$ cat src/rtl/nroot_pkg.sv
// Shared types and helpers for the nroot_iter integer root unit.
package nroot_pkg;

    typedef enum logic [2:0] {
        IDLE,
        TRY,
        MUL,
        CMP,
        DONE
    } state_t;

    localparam logic MODE_SQRT = 1'b0;
    localparam logic MODE_CBRT = 1'b1;

    // Result bits that must be searched for each root mode.
    function automatic int nb_sqrt(input int width);
        return (width + 1) / 2;
    endfunction

    function automatic int nb_cbrt(input int width);
        return (width + 2) / 3;
    endfunction

endpackage

$ cat src/rtl/nroot_mul.sv
// Shift-add multiplier: loads on start, then takes exactly RW cycles to form a*b (truncated to PW).
module nroot_mul #(
    parameter int PW = 32,
    parameter int RW = 8
) (
    input  logic          clk,
    input  logic          rst,
    input  logic          start,
    input  logic [PW-1:0] a,
    input  logic [RW-1:0] b,
    output logic          busy,
    output logic          last,
    output logic [PW-1:0] p
);
    localparam int CW = $clog2(RW + 1);

    logic [PW-1:0] mcand;
    logic [RW-1:0] mplier;
    logic [CW-1:0] cnt;

    always_ff @(posedge clk or negedge rst) begin
        if (!rst) begin
            mcand  <= '0;
            mplier <= '0;
            cnt    <= '0;
            busy   <= 1'b0;
            p      <= '0;
        end else if (start && !busy) begin
            mcand  <= a;
            mplier <= b;
            cnt    <= CW'(RW);
            busy   <= 1'b1;
            p      <= '0;
        end else if (busy) begin
            if (mplier[0])
                p <= p + mcand;
            mcand  <= mcand << 1;
            mplier <= mplier >> 1;
            cnt    <= cnt - CW'(1);
            if (cnt == CW'(1))
                busy <= 1'b0;
        end
    end

    // High in the final compute cycle; p holds the full product from the next cycle on.
    assign last = busy && (cnt == CW'(1));

endmodule

$ cat src/rtl/nroot_iter.sv
// Iterative floor sqrt/cbrt using an MSB-first candidate search and a shift-add multiplier.
// Optional macro ROOT_REM_EN adds the rem_bo output (x - y^n).
module nroot_iter
    import nroot_pkg::*;
#(
    parameter  int WIDTH = 16,
    localparam int RW    = (WIDTH + 1) / 2
) (
    input  logic             clk,
    input  logic             rst,
    input  logic             start,
    input  logic             mode,
    input  logic [WIDTH-1:0] x_bi,
    output logic             busy,
    output logic             done,
    output logic [RW-1:0]    y_bo
`ifdef ROOT_REM_EN
    ,
    output logic [WIDTH-1:0] rem_bo
`endif
);
    localparam int NB_SQ = nb_sqrt(WIDTH);
    localparam int NB_CB = nb_cbrt(WIDTH);
    localparam int PW    = 2 * WIDTH;
    localparam int KW    = (RW > 1) ? $clog2(RW) : 1;

    state_t           state, state_nxt;
    logic [WIDTH-1:0] x_r;
    logic             mode_r;
    logic [RW-1:0]    res;
    logic [RW-1:0]    cand;
    logic [KW-1:0]    k;
    logic [1:0]       mul_left;
    logic [1:0]       mul_total;
    logic             mul_start, mul_busy, mul_last;
    logic [PW-1:0]    mul_a, mul_p;
`ifdef ROOT_REM_EN
    logic [WIDTH-1:0] acc_pow;
`endif

    assign mul_total = (mode_r == MODE_CBRT) ? 2'd2 : 2'd1;
    // First multiply of a candidate squares cand; a cube chains the previous product.
    assign mul_a     = (mul_left == mul_total) ? PW'(cand) : mul_p;
    assign busy      = (state != IDLE);

    nroot_mul #(.PW(PW), .RW(RW)) u_mul (
        .clk   (clk),
        .rst   (rst),
        .start (mul_start),
        .a     (mul_a),
        .b     (cand),
        .busy  (mul_busy),
        .last  (mul_last),
        .p     (mul_p)
    );

    always_ff @(posedge clk or negedge rst) begin
        if (!rst)
            state <= IDLE;
        else
            state <= state_nxt;
    end

    always_comb begin
        state_nxt = state;
        mul_start = 1'b0;
        case (state)
            IDLE: if (start) state_nxt = TRY;
            TRY:  state_nxt = MUL;
            MUL: begin
                mul_start = !mul_busy;
                if (mul_last && mul_left == 2'd1)
                    state_nxt = CMP;
            end
            CMP:  state_nxt = (k == '0) ? DONE : TRY;
            DONE: state_nxt = IDLE;
            default: state_nxt = IDLE;
        endcase
    end

    always_ff @(posedge clk or negedge rst) begin
        if (!rst) begin
            x_r      <= '0;
            mode_r   <= MODE_SQRT;
            res      <= '0;
            cand     <= '0;
            k        <= '0;
            mul_left <= '0;
            done     <= 1'b0;
            y_bo     <= '0;
`ifdef ROOT_REM_EN
            acc_pow  <= '0;
            rem_bo   <= '0;
`endif
        end else begin
            done <= 1'b0;
            case (state)
                IDLE: if (start) begin
                    x_r    <= x_bi;
                    mode_r <= mode;
                    res    <= '0;
                    k      <= (mode == MODE_CBRT) ? KW'(NB_CB - 1) : KW'(NB_SQ - 1);
`ifdef ROOT_REM_EN
                    acc_pow <= '0;
`endif
                end
                TRY: begin
                    cand     <= res | (RW'(1) << k);
                    mul_left <= mul_total;
                end
                MUL: if (mul_last) mul_left <= mul_left - 2'd1;
                CMP: begin
                    if (mul_p <= PW'(x_r)) begin
                        res <= cand;
`ifdef ROOT_REM_EN
                        acc_pow <= mul_p[WIDTH-1:0];
`endif
                    end
                    if (k != '0)
                        k <= k - KW'(1);
                end
                DONE: begin
                    y_bo <= res;
                    done <= 1'b1;
`ifdef ROOT_REM_EN
                    rem_bo <= x_r - acc_pow;
`endif
                end
                default: ;
            endcase
        end
    end

endmodule

$ cat config.mk
export PLATFORM = sky130hd
export DESIGN_NAME = nroot_iter
export DESIGN_NICKNAME = d
export VERILOG_FILES = /design/src/rtl/nroot_pkg.sv /design/src/rtl/nroot_mul.sv /design/src/rtl/nroot_iter.sv
export SDC_FILE = /design/constraint.sdc
export NUM_CORES = 1
export LEC_CHECK = 0
export CELL_PAD_IN_SITES_DETAIL_PLACEMENT = 0
export CELL_PAD_IN_SITES_GLOBAL_PLACEMENT = 1
export CORE_AREA = 2 2 113 169
export CTS_BUF_LIST = sky130_fd_sc_hd__clkbuf_4 sky130_fd_sc_hd__clkbuf_8
export DETAILED_ROUTE_END_ITERATION = 10
export DIE_AREA = 0 0 115 171
export GPL_TIMING_DRIVEN = 0
export PLACE_DENSITY = 0.82
export SETUP_SLACK_MARGIN = 0.5
export SYNTH_ARGS = -nofsm -noshare
export SYNTH_HDL_FRONTEND = slang
export SYNTH_SLANG_ARGS = --single-unit
export TNS_END_PERCENT = 50
$ cat constraint.sdc
create_clock -name clk -period 2.9 [get_ports clk]
set_input_delay 0.725 -clock clk [delete_from_list [all_inputs] [get_ports clk]]
set_output_delay 0.725 -clock clk [all_outputs]
set_load 0.05 [all_outputs]
## Word-level counts from Yosys, hierarchy flattened

Cells that the tools add are included.

| operators by class | value |
|---|---|
| add/sub/neg operators | 4 |
| magnitude comparators | 1 |
| equality and inequality tests | 12 |
| shift-type cells | 1 |
| muxes and demuxes | 29 |
| bitwise gates (word level) | 1 |
| reduce and logical (&&, ||, !) cells | 18 |

Operators with widths:

| operator | number |
|---|---|
| two-way mux 32 bit | 6 |
| adder 32 bit | 1 |
| less-or-equal comparator 32 x 16 -> 1 bit | 1 |
| two-way mux 8 bit | 4 |
| case mux 8 bit (2 select lines) | 1 |
| two-way mux 3 bit | 5 |
| case mux 3 bit (4 select lines) | 1 |
| != test 2 bit, second input constant | 5 |
| two-way mux 4 bit | 2 |
| bitwise OR 8 bit | 1 |
| AND reduction 2 bit | 4 |
| nonzero test 2 bit | 4 |
| left shift 1 x 3 -> 8 bit, first input constant | 1 |
| == test 3 x 2 -> 1 bit, second input constant | 2 |
| logical NOT 3 bit | 2 |
| two-way mux 2 bit | 3 |
| case mux 3 bit (2 select lines) | 1 |
| AND reduction 3 bit | 2 |
| nonzero test 3 bit | 2 |
| two-way mux 1 bit | 5 |
| == test 4 x 1 -> 1 bit, second input constant | 1 |
| case mux 2 bit (2 select lines) | 1 |
| subtractor 4 x 1 -> 4 bit, second input constant | 1 |
| == test 3 x 1 -> 1 bit, second input constant | 1 |
| 7 further kinds | 9 |

| storage, ports and cells | value |
|---|---|
| bits in registers | 127 |
| input port bits | 20 |
| output and inout bits | 10 |
| word-level logic and storage cells | 80 |

## Depth between registers and ports, before layout

Gate-level depths: netlist (run 1).

| logic depth | value |
|---|---|
| word-level depth | 5 |
| depth in mapped cells | 11 |
| gate-level depth less buffers | 11 |

## Cells and area by module

Synthesis (run 1) repeated with hierarchy kept, for this count alone.

| second synthesis, totals | value |
|---|---|
| cells, all modules | 821 |
| area, all modules | 7,584.8 µm² |

Modules (own cells, without submodules):

| module | instances | cells an instance | area an instance (µm²) | sequential area each (µm²) |
|---|---|---|---|---|
| nroot_mul | 1 | 534 | 4,837.1 | 1,926.8 |
| nroot_iter | 1 | 287 | 2,747.6 | 1,251.2 |

## Worst setup path after synthesis (run 1)

OpenSTA, ideal clock, no wires.

| path | value |
|---|---|
| path type | register to register |
| start | reg u_mul.p[0] |
| end | reg u_mul.p[30] |
| library setup time | 0.083 ns |
| arrival | 2.236 ns |
| data required time | 2.817 ns |
| path slack | 0.581 ns |
| stages on the path, launching flop included | 12 |
| path buffers | 0 |
| clock period less this slack | 2.319 ns |
| cell sequence | dfrtp_1 ha_1 inv_1 fa_1 nand2b_1 a211oi_1 o21ai_0 and4b_1 o21ai_1 nand2_1 xor2_1 o21ai_0 |

| on the way | value |
|---|---|
| longest elaborated chain between the ends | 4 |

RTL lines:

| item | line | RTL |
|---|---|---|
| start, declared | nroot_mul.sv:13 | `output logic [PW-1:0] p` |
| start signal, assigned | nroot_mul.sv:36 | `p <= p + mcand;` |
| adder 32 bit | nroot_mul.sv:36 |  |
| two-way mux 32 bit | nroot_mul.sv:35 | `if (mplier[0])` |
| two-way mux 32 bit | nroot_mul.sv:34 | `end else if (busy) begin` |
| two-way mux 32 bit | nroot_mul.sv:28 | `end else if (start && !busy) begin` |

Every way passes these cells. The select of a mux whose other input is x is not followed.
A chain may end at the register's enable or synchronous reset.

## Worst setup path after layout (run 1)

| path | value |
|---|---|
| start | reg u_mul.p[1] |
| end | reg res[1] |

| on the way | value |
|---|---|
| longest elaborated chain between the ends | 3 |

RTL lines:

| item | line | RTL |
|---|---|---|
| less-or-equal comparator 32 x 16 -> 1 bit | nroot_iter.sv:113 | `if (mul_p <= PW'(x_r)) begin` |
| != test 2 bit (no line) | n/a |  |
| AND reduction 3 bit (no line) | n/a |  |
| end signal, assigned | nroot_iter.sv:114 | `res <= cand;` |
| end, declared | nroot_iter.sv:30 | `logic [RW-1:0] res;` |

Every way passes these cells.

==> key figures, run 1 <==
Global route
  – First-pass GRT wire length: 32,330 µm
  – Initial antenna violation count: 0
  – Vias in the first global route: 6,360
  – GRT Util Overall: 0.2089
  – Maximum number of pins on one net before global-route repair: 72
  – Global route overflow: 0

Worst setup path
  – R2r setup slk: 0.43 ns
  – CP Max Fanout: 8
  – Worst stage delay on the critical path: 0.46 ns
  – Crit-path cells: buf_4, ha_1, nor2b_1, o21ai_1, nand2b_1, a21oi_2, o21ai_2, a21oi_2, o2111ai_4, mux2_4
  – Cell count of the worst reg-to-reg path: 10
  – R2R Path Start: u_mul.p[1]
  – Worst path most repeated cell: a21oi_2
  – Worst EP arrival: 2.83 ns
  – Crit. End Element: register
  – Required @ worst endpoint: 3.26 ns
  – Reg2reg end: res[1]
  – Startpoint Class: register
  – Setup CP Type: register to register
  – Highest-delay cell along the critical path: dfrtp_2

Clock network
  – CTS max path bufs: 2
  – Sink Count: 127
  – Clk slew on worst S/H paths: 0.11 ns
  – Root Buffer: clkbuf_8
  – CTS Buf Count: 17
  – Later-pin clock latency in the skew report: 0.48 ns
  – Max H-tree Level: 4
  – TritonCTS clock tree: yes

Power and ir drop
  – Leakage: 4.144 nW
  – Peak supply drop: 0.0005152 V
  – Total power draw: 8.371 mW
  – PD cells: 939.2 nW/µm²

Floorplanning
  – Die Y: 171 µm
  – Core area: 18,320 µm²
  – IO Count: 30
  – Die ar.: 19,670 µm²
  – Initial core utilization: 0.4094
  – Row cnt: 61
  – Die Width: 115 µm

Route
  – Avg WL per Cell: 17.07 µm
  – Vias per cell: 5.544
  – Total routed wirelength: 19,300 µm
  – Detail Route Antenna Nets: 0
  – Via Count: 6,270
  – 1st-iter DRT viols: 247
  – # DRC: 0
  – DRT Pass-1 Iters: 4

Min path
  – Hold Crit Class: primary input to asynchronous set/reset pin

STA
  – Tcrit/Tclk final: 0.8534
  – Max_slew headroom: 0.4973
  – Clock skew: 0.02561 ns
  – Fmax: 0.4041 GHz
  – RSZ-0062 raised after global routing: true
  – Final setup margin: 0.4251 ns
  – Final Slew Violations: 0
  – Tmin final: 2.475 ns
  – Slew @ Worst Pin: 0.7471 ns
  – Count of final hold-check violations: 0
  – Setup violations, final: 0
  – Setup TNS: 0 ns

Placement
  – Post-place setup slack: 0.03215 ns
  – Gpl congestion: 0.8979
  – Hpwl dp: 14,160 µm
  – Placement Cell Area: 8094 µm²
  – I/O Buffers: 29

Logic synthesis
  – Most frequent cell after synthesis: nand2_1
  – Post-synthesis cell count: 834
  – #FFs+latches synth: 127
  – Warnings, synthesis: 0
  – Mean Syn Cell Area: 8.992 µm²
  – EDFF count, synth: 0
  – Main flop type after synthesis: dfrtp_1
  – Commonest cells post-synth: nand2_1, dfrtp_1, o21ai_0
  – Cell taking the most area after synthesis: dfrtp_1
  – Synthesized cell area: 7500 µm²
  – Post-synth cell types: 57
  – Area share of the largest cell type after synthesis: 0.4238
  – Syn Nets: 910
  – Synth area leaders: dfrtp_1, ha_1, o21ai_0
  – Post-synthesis sequential area ratio: 0.4238
  – Async set-reset flop share out of synthesis: 1.000

Cells and area
  – Area Overhead vs Synth: 18.84%
  – Final core occ: 0.4865
  – Share of layout cells above drive strength 1: 0.1416
  – Final antenna diode count: 0
  – Final nets: 974
  – Fin area: 8912 µm²

Flow run
  – Max Cap Violations: 0

Status
  – Status: finished, final reports clean
layout by cell type (no fill, tap or decap), drive strengths merged, types with 7 or more instances in the layout:
| cell | count |
|---|---|
| inv | 38 |
| a21o | 15 |
| mux2i | 18 |
| clkdlybuf4s50 | 27 |
| nor2 | 38 |
| ha | 55 |
| nand3 | 10 |
| a21oi | 93 |
| nand2 | 129 |
| clkbuf | 50 |
| xnor2 | 13 |
| mux2 | 19 |
| xor2 | 12 |
| buf | 26 |
| nor2b | 14 |
| and3 | 28 |
| dfrtp | 127 |
| o21ai | 115 |
| o211ai | 7 |
how the worst max path moves through the flow:
stage / startpoint / to / slack (ns) / cells after the start
after floorplan: u_mul.p[0] / u_mul.p[30] / 0.58 / 11
after global placement: rst / u_mul.mcand[22] / -4.08 / 1
after detailed placement: start / x_r[15] / 0.03 / 6
after CTS: u_mul.p[1] / u_mul.p[29] / 0.41 / 9
after global routing: u_mul.p[9] / u_mul.p[31] / 0.35 / 10
final: u_mul.p[1] / res[1] / 0.43 / 10
critical path, delay by kind of cell, from the launching register on:
family	cells	cell delay, ns
compound gates	5	0.87
flops	1	0.46
buf+inv	1	0.16
simple gates	2	0.21
fa+ha+maj	1	0.28
mux	1	0.40
what timing repair did:
item,in CTS,in global routing
pin swaps,9,22
hold buffers,0,0
setup endpoints to repair,23,42
resized for setup,32,34
buffers inserted,4,11
per-layer routing:
layer  vias to the layer above  track usage  wire length (µm)
met3                        34      0.03153               437
met1                      3073       0.2516              8035
li1                       3083            -                 -
met4                         0      0.08748               607
met5                         -            0                 0
met2                        80       0.3680             10220
metrics by stage:
step,hold WS (ns),instances
floorplan,0.4294,834
global placement,0.4705,1083
detailed placement,0.4695,1084
CTS,0.2054,1120
global route,0.2294,1131
finish,0.1945,1131
area by class of cell:
cell class,instances,area (µm²)
timing repair buffer,45,430.4
clock buffer,17,234.0
sequential,127,3188
clock inverter,15,190.2
inverter,30,112.6
fill,1783,9405
buffer,41,163.9
multi-input combinational,636,4318
tap,220,275.3
flip-flops by register name, indices dropped and copies added (netlist names), 4 cells and up:
| register | cells |
|---|---|
| u_mul.p | 32 |
| cand | 8 |
| u_mul.mcand | 32 |
| u_mul.mplier | 8 |
| u_mul.cnt | 4 |
| y_bo | 8 |
| x_r | 16 |
| res | 8 |
cells by family (layout without fill, tap and decap cells):
group	Yosys count	after routing	share of synthesized area
buf+inv	71	148	0.03654
mux	37	37	0.05255
simple gates	257	257	0.1623
xor+xnor	25	25	0.02920
flops	127	127	0.4238
fa+ha+maj	56	56	0.09443
compound gates	261	261	0.2012
power by group:
part,switching [mW],internal [mW]
logic,2.36,1.46
registers,0.569,2.38
clock network,0.928,0.669
total,3.86,4.51
No activity file was read; power rests on OpenSTA's default activity.
==> run 2: changes to the inputs <==
Settings changed: TNS_END_PERCENT 50 to default.
==> key figures, run 2 (synthesis results as in run 1) <==
Status
  – Status: finished, final reports clean

Worst setup path
  – Cell count of the worst reg-to-reg path: 9 (-1)
  – Reg2reg end: res[1]
  – R2r setup slk: 0.50 ns (+0.07 ns)
  – Required @ worst endpoint: 3.25 ns (about the same)
  – CP Max Fanout: 8 (unchanged)
  – Startpoint Class: register
  – Crit. End Element: register
  – Worst EP arrival: 2.75 ns (-0.08 ns)
  – R2R Path Start: u_mul.p[1]
  – Setup CP Type: register to register

Cells and area
  – Leading cell type in the layout, fill and taps excluded: nand2_1
  – Most frequent cells in the layout: nand2_1, dfrtp_1, o21ai_0
  – Area Overhead vs Synth: 19.42%
  – Share of layout cells above drive strength 1: 0.1435 (+0.001880)
  – Final nets: 976 (+0.21%)
  – Fin cells: 1,133 (+0.18%)
  – Final antenna diode count: 0 (unchanged)
  – Biggest regs: u_mul.mcand (32), u_mul.p (32), x_r (16)

Clock network
  – Later-pin clock latency in the skew report: 0.47 ns (about the same)
  – Root Buffer: clkbuf_8
  – Clk slew on worst S/H paths: 0.11 ns (about the same)
  – CTS Buf Count: 17 (unchanged)
  – TritonCTS clock tree: yes
  – CTS max path bufs: 2 (unchanged)
  – Sink Count: 127 (unchanged)
  – Max H-tree Level: 4 (unchanged)
  – CTS Hold Bufs: 0 (unchanged)

Floorplanning
  – Die Y: 171 µm (unchanged)
  – Die ar.: 19,670 µm² (unchanged)
  – Core area: 18,320 µm² (unchanged)
  – Row cnt: 61 (unchanged)
  – IO Count: 30 (unchanged)
  – Die Width: 115 µm (unchanged)
  – Initial core utilization: 0.4094 (unchanged)

Route
  – DRT Pass-1 Iters: 6 (+2)
  – Avg WL per Cell: 17.17 µm (+0.59%)
  – # DRC: 0 (unchanged)
  – Via Count: 6,308 (+0.61%)
  – Max Used Layer: met4
  – Detail Route Antenna Nets: 0 (unchanged)
  – Vias per cell: 5.568 (+0.43%)
  – Total routed wirelength: 19,450 µm (+0.77%)
  – 1st-iter DRT viols: 281 (+14%)
  – M1 wire length: 8032 µm (about the same)
  – Met2 WL: 10,300 µm (+0.81%)
  – Met3 wire len: 478 µm (+9.4%)

Global route
  – GRT Util Overall: 0.2097 (+0.0008186)
  – First-pass GRT wire length: 32,480 µm (+0.45%)
  – Global route overflow: 0 (unchanged)
  – Initial antenna violation count: 0 (unchanged)
  – Vias in the first global route: 6,383 (+0.36%)
  – Maximum number of pins on one net before global-route repair: 72 (unchanged)

Power and ir drop
  – PD cells: 934.3 nW/µm² (-0.52%)
  – Leakage: 4.247 nW (+2.5%)
  – Total power draw: 8.368 mW (about the same)
  – P_sw: 3.852 mW (-0.13%)
  – Clk network pwr share: 0.191 (about the same)
  – Internal power: 4.515 mW (about the same)
  – Reg power frac: 0.354 (+0.002)
  – Peak supply drop: 0.0005150 V (about the same)
  – Comb power frac: 0.455 (-0.002)
  – Switching share of power: 0.4604 (about the same)

Flow run
  – Max Cap Violations: 0 (unchanged)

Placement
  – Placed Instances: 1,084 (unchanged)
  – I/O Buffers: 29 (unchanged)
  – Post-place setup slack: 0.03215 ns (unchanged)
  – Hpwl dp: 14,160 µm (unchanged)
  – Gpl congestion: 0.8979 (unchanged)

STA
  – Final hold slack: 0.2016 ns (+0.007164 ns)
  – Final Slew Violations: 0 (unchanged)
  – Max_slew headroom: 0.5094 (+0.01209)
  – RSZ-0062 raised after global routing: true
  – Fmax: 0.4161 GHz (+3.0%)
  – Setup violations, final: 0 (unchanged)
  – Clock skew: 0.02464 ns (-0.0009768 ns)
  – Tmin final: 2.403 ns (-0.07184 ns)
  – Final setup margin: 0.4970 ns (+0.07184 ns)
  – Slew @ Worst Pin: 0.7292 ns (-0.01796 ns)
  – Tcrit/Tclk final: 0.8286 (-0.02477)
  – Count of final hold-check violations: 0 (unchanged)

Min path
  – Hold Crit Class: primary input to asynchronous set/reset pin
run 2: changes by cell type in the layout (fill, tap and decap cells not counted), sizes merged:
cell	before	now
clkbuf	50	51
clkdlybuf4s50	27	22
dlymetal6s2s	0	5
buf	26	27
run 2: layout make-up:
cell class,count,area [µm²]
inverter,30,112.6
multi-input combinational,636,4330
clock buffer,17,234.0
tap,220,275.3
sequential,127,3188
buffer,41,167.7
fill,1785,9361
timing repair buffer,47,457.9
clock inverter,15,190.2
run 2: repair_timing:
| action | CTS | global route |
|---|---|---|
| buffers inserted | 6 | 11 |
| pin swaps | 13 | 15 |
| gates resized for setup | 36 | 33 |
| endpoints found under the setup margin | 23 | 43 |
run 2: power groups by stage:
stage          clock network, mW  registers, mW  logic, mW
2_1_floorplan                  0           2.75       2.62
6_report                    1.60           2.96       3.81
5_1_grt                     1.71           3.05       4.30
3_3_place_gp                   0           2.95       3.49
4_1_cts                     1.64           2.94       3.73
3_5_place_dp                   0           2.95       3.56
run 2: worst max-delay path, stage by stage, from the launching register on:
cell	delay (ns)
dfrtp_2	0.48
ha_1	0.30
nor2b_1	0.13
o21ai_0	0.14
nand2b_1	0.07
a21oi_1	0.16
o21ai_1	0.10
a21oi_2	0.27
o2111ai_4	0.27
mux2_2	0.37
run 2: through the flow:
step | setup TNS (ns) | instance area [µm²] | utilization
2_1_floorplan | 0 | 7500 | -
4_1_cts | 0 | 8741 | 0.4772
6_report | 0 | 8956 | 0.4889
3_5_place_dp | 0 | 8094 | 0.4419
5_1_grt | 0 | 8956 | 0.4889
3_3_place_gp | -516.18 | 8065 | 0.4403
run 2: how the worst max path moves through the flow:
stage              startpoint              end  slack (ns)  cells after the start
2_1_floorplan      u_mul.p[0]      u_mul.p[30]        0.58                     11
3_3_place_gp              rst  u_mul.mcand[22]       -4.08                      1
3_5_place_dp            start          x_r[15]        0.03                      6
4_1_cts            u_mul.p[1]      u_mul.p[28]        0.49                     10
5_1_grt        u_mul.mcand[0]      u_mul.p[28]        0.40                     11
6_report           u_mul.p[1]           res[1]        0.50                      9
run 2: routing by layer:
metal  GRT usage  vias to the layer above
met1      0.2529                     3082
met2      0.3696                      103
met5           0                        -
met4     0.08643                        0
met3     0.03188                       35
li1            -                     3088
==> run 3: changes to the inputs <==
Clock period 2.9 ns to 2.3 ns, I/O delays scaled along.
==> key figures, run 3 (synthesis results as in run 1) <==
Worst setup path
  – Required @ worst endpoint: 2.65 ns (-0.60 ns)
  – Worst stage delay on the critical path: 0.45 ns (-0.03 ns)
  – Worst EP arrival: 2.74 ns (about the same)
  – Setup CP Type: register to register
  – Highest-delay cell along the critical path: dfrtp_2
  – Crit. End Element: register
  – CP Max Fanout: 4 (-4)
  – Top delay family on crit path: compound AO/OA/AOI/OAI gates
  – Worst path most repeated cell: a21oi_2
  – Startpoint Class: register
  – Bufs and invs on worst path: 1 (+1)
  – Crit-path cells: ha_4, o211ai_1, a21oi_2, buf_4, a21oi_2, o21ai_2, a41o_1, a31o_1, xnor2_1, o21ai_1

Route
  – Detail Route Antenna Nets: 0 (unchanged)
  – # DRC: 0 (unchanged)
  – Vias per cell: 5.534 (-0.60%)
  – Avg WL per Cell: 17.95 µm (+4.6%)
  – Total routed wirelength: 20,940 µm (+7.6%)
  – 1st-iter DRT viols: 274 (-2.5%)
  – Via Count: 6,453 (+2.3%)
  – DRT Pass-1 Iters: 6 (unchanged)

Cells and area
  – Final nets: 1,009 (+3.4%)
  – Leading cell type in the layout, fill and taps excluded: nand2_1
  – Final antenna diode count: 0 (unchanged)
  – Area Overhead vs Synth: 29.06%
  – Biggest regs: u_mul.mcand (32), u_mul.p (32), x_r (16)
  – Most frequent cells in the layout: nand2_1, dfrtp_1, o21ai_0
  – Share of layout cells above drive strength 1: 0.2611 (+0.1176)
  – Final core occ: 0.5284 (+0.03948)

Clock network
  – CTS Buf Count: 17 (unchanged)
  – Later-pin clock latency in the skew report: 0.47 ns (about the same)
  – Sink Count: 127 (unchanged)
  – Max H-tree Level: 4 (unchanged)
  – Clk slew on worst S/H paths: 0.08 ns (-0.03 ns)
  – Root Buffer: clkbuf_8
  – TritonCTS clock tree: yes
  – CTS max path bufs: 2 (unchanged)
  – CTS Hold Bufs: 0 (unchanged)

STA
  – Max_slew headroom: 0.3200 (-0.1894)
  – Fmax: 0.4194 GHz (+0.79%)
  – Count of final hold-check violations: 0 (unchanged)
  – Final hold slack: 0.004864 ns (-0.1968 ns)
  – Clock skew: 0.01645 ns (-0.008182 ns)
  – Final setup margin: -0.08423 ns (-0.5812 ns)
  – Slew @ Worst Pin: 1.011 ns (+0.2815 ns)
  – Setup TNS: -0.5929 ns (-0.5929 ns)
  – Tcrit/Tclk final: 1.037 (+0.2080)
  – Final Slew Violations: 0 (unchanged)
  – Tmin final: 2.384 ns (-0.01881 ns)
  – Setup violations, final: 17 (+17)
  – RSZ-0062 raised after global routing: true

Power and ir drop
  – Switching share of power: 0.4336 (-0.02677)
  – Internal power: 6.566 mW (+45%)
  – Peak supply drop: 0.0007122 V (+38%)
  – P_sw: 5.026 mW (+30%)
  – Clk network pwr share: 0.175 (-0.016)
  – PD cells: 1198 nW/µm² (+28%)
  – Leakage: 4.448 nW (+4.7%)
  – Comb power frac: 0.500 (+0.045)
  – Reg power frac: 0.325 (-0.029)
  – Total power draw: 11.59 mW (+39%)

Status
  – Status: finished, violations left
  – Failing checks: negative setup slack

Floorplanning
  – Die ar.: 19,670 µm² (unchanged)
  – Die Y: 171 µm (unchanged)
  – Initial core utilization: 0.4094 (unchanged)
  – Row cnt: 61 (unchanged)
  – Core area: 18,320 µm² (unchanged)
  – Die Width: 115 µm (unchanged)
  – IO Count: 30 (unchanged)

Placement
  – Hpwl dp: 14,610 µm (+3.2%)
  – Gpl congestion: 0.8856 (-1.4%)
  – I/O Buffers: 29 (unchanged)

Global route
  – Maximum number of pins on one net before global-route repair: 90 (+25%)
  – Vias in the first global route: 6,799 (+6.5%)
  – Initial antenna violation count: 0 (unchanged)
  – GRT Util Overall: 0.2228 (+0.01310)
  – Global route overflow: 0 (unchanged)
  – First-pass GRT wire length: 34,130 µm (+5.1%)

Min path
  – Hold Crit Class: primary input to asynchronous set/reset pin

Flow run
  – Max Cap Violations: 0 (unchanged)
==> run 3: path summary, 6_finish.rpt <==
path,startpoint,slack [ns],endpoint,cells after the start
min,rst,0.005,y_bo[4],1
min reg2reg,u_mul.mplier[5],0.48,u_mul.mplier[4],2
max in group asynchronous,rst,1.49,u_mul.p[15],2
max reg2reg,u_mul.p[5],-0.08,u_mul.p[29],10
max,u_mul.p[5],-0.08,u_mul.p[29],10
min in group clk,u_mul.mplier[5],0.48,u_mul.mplier[4],2
==> run 3: layer usage <==
layer,share of wire,up-vias,wire [µm],GRT usage
li1,-,3152,-,-
met1,0.40,3168,8458,0.2483
met2,0.55,97,11490,0.4169
met3,0.019,36,407,0.03471
met4,0.028,0,578,0.08853
met5,0,-,0,0
==> run 3: worst register-to-register path, stage by stage, from the launching register on <==
cell and delay (ns):
dfrtp_2 0.45, ha_4 0.26, o211ai_1 0.34, a21oi_2 0.13, buf_4 0.16, a21oi_2 0.17, o21ai_2 0.08, a41o_1 0.23
a31o_1 0.22, xnor2_1 0.16, o21ai_1 0.08
==> run 3: metrics by stage <==
stage,instances,setup WS (ns),instance area [µm²]
final,1166,-0.08423,9679
after CTS,1151,-0.08933,9316
after detailed placement,1084,-0.4071,8197
after global placement,1083,-4.497,8168
after global routing,1166,-0.1758,9679
after floorplan,834,0.1988,7602
==> run 3: cell type report <==
| class | count | area [µm²] |
|---|---|---|
| buffer | 41 | 325.3 |
| clock buffer | 21 | 276.5 |
| clock inverter | 11 | 131.4 |
| fill | 1657 | 8638 |
| inverter | 30 | 112.6 |
| multi-input combinational | 636 | 4596 |
| sequential | 127 | 3194 |
| tap | 220 | 275.3 |
| timing repair buffer | 80 | 768.2 |
==> run 3: timing repair <==
action	in CTS	in global routing
gates cloned	2	0
pin swaps	35	37
setup endpoints to repair	118	107
gates resized for setup	145	101
buffers inserted	33	15
==> run 3: power groups by stage <==
stage	clock network [mW]	logic, mW	registers, mW
after floorplan	0	3.36	3.49
after global placement	0	4.50	3.74
after detailed placement	0	4.60	3.74
after CTS	2.05	5.36	3.73
after global routing	2.14	6.37	3.87
final	2.03	5.79	3.77
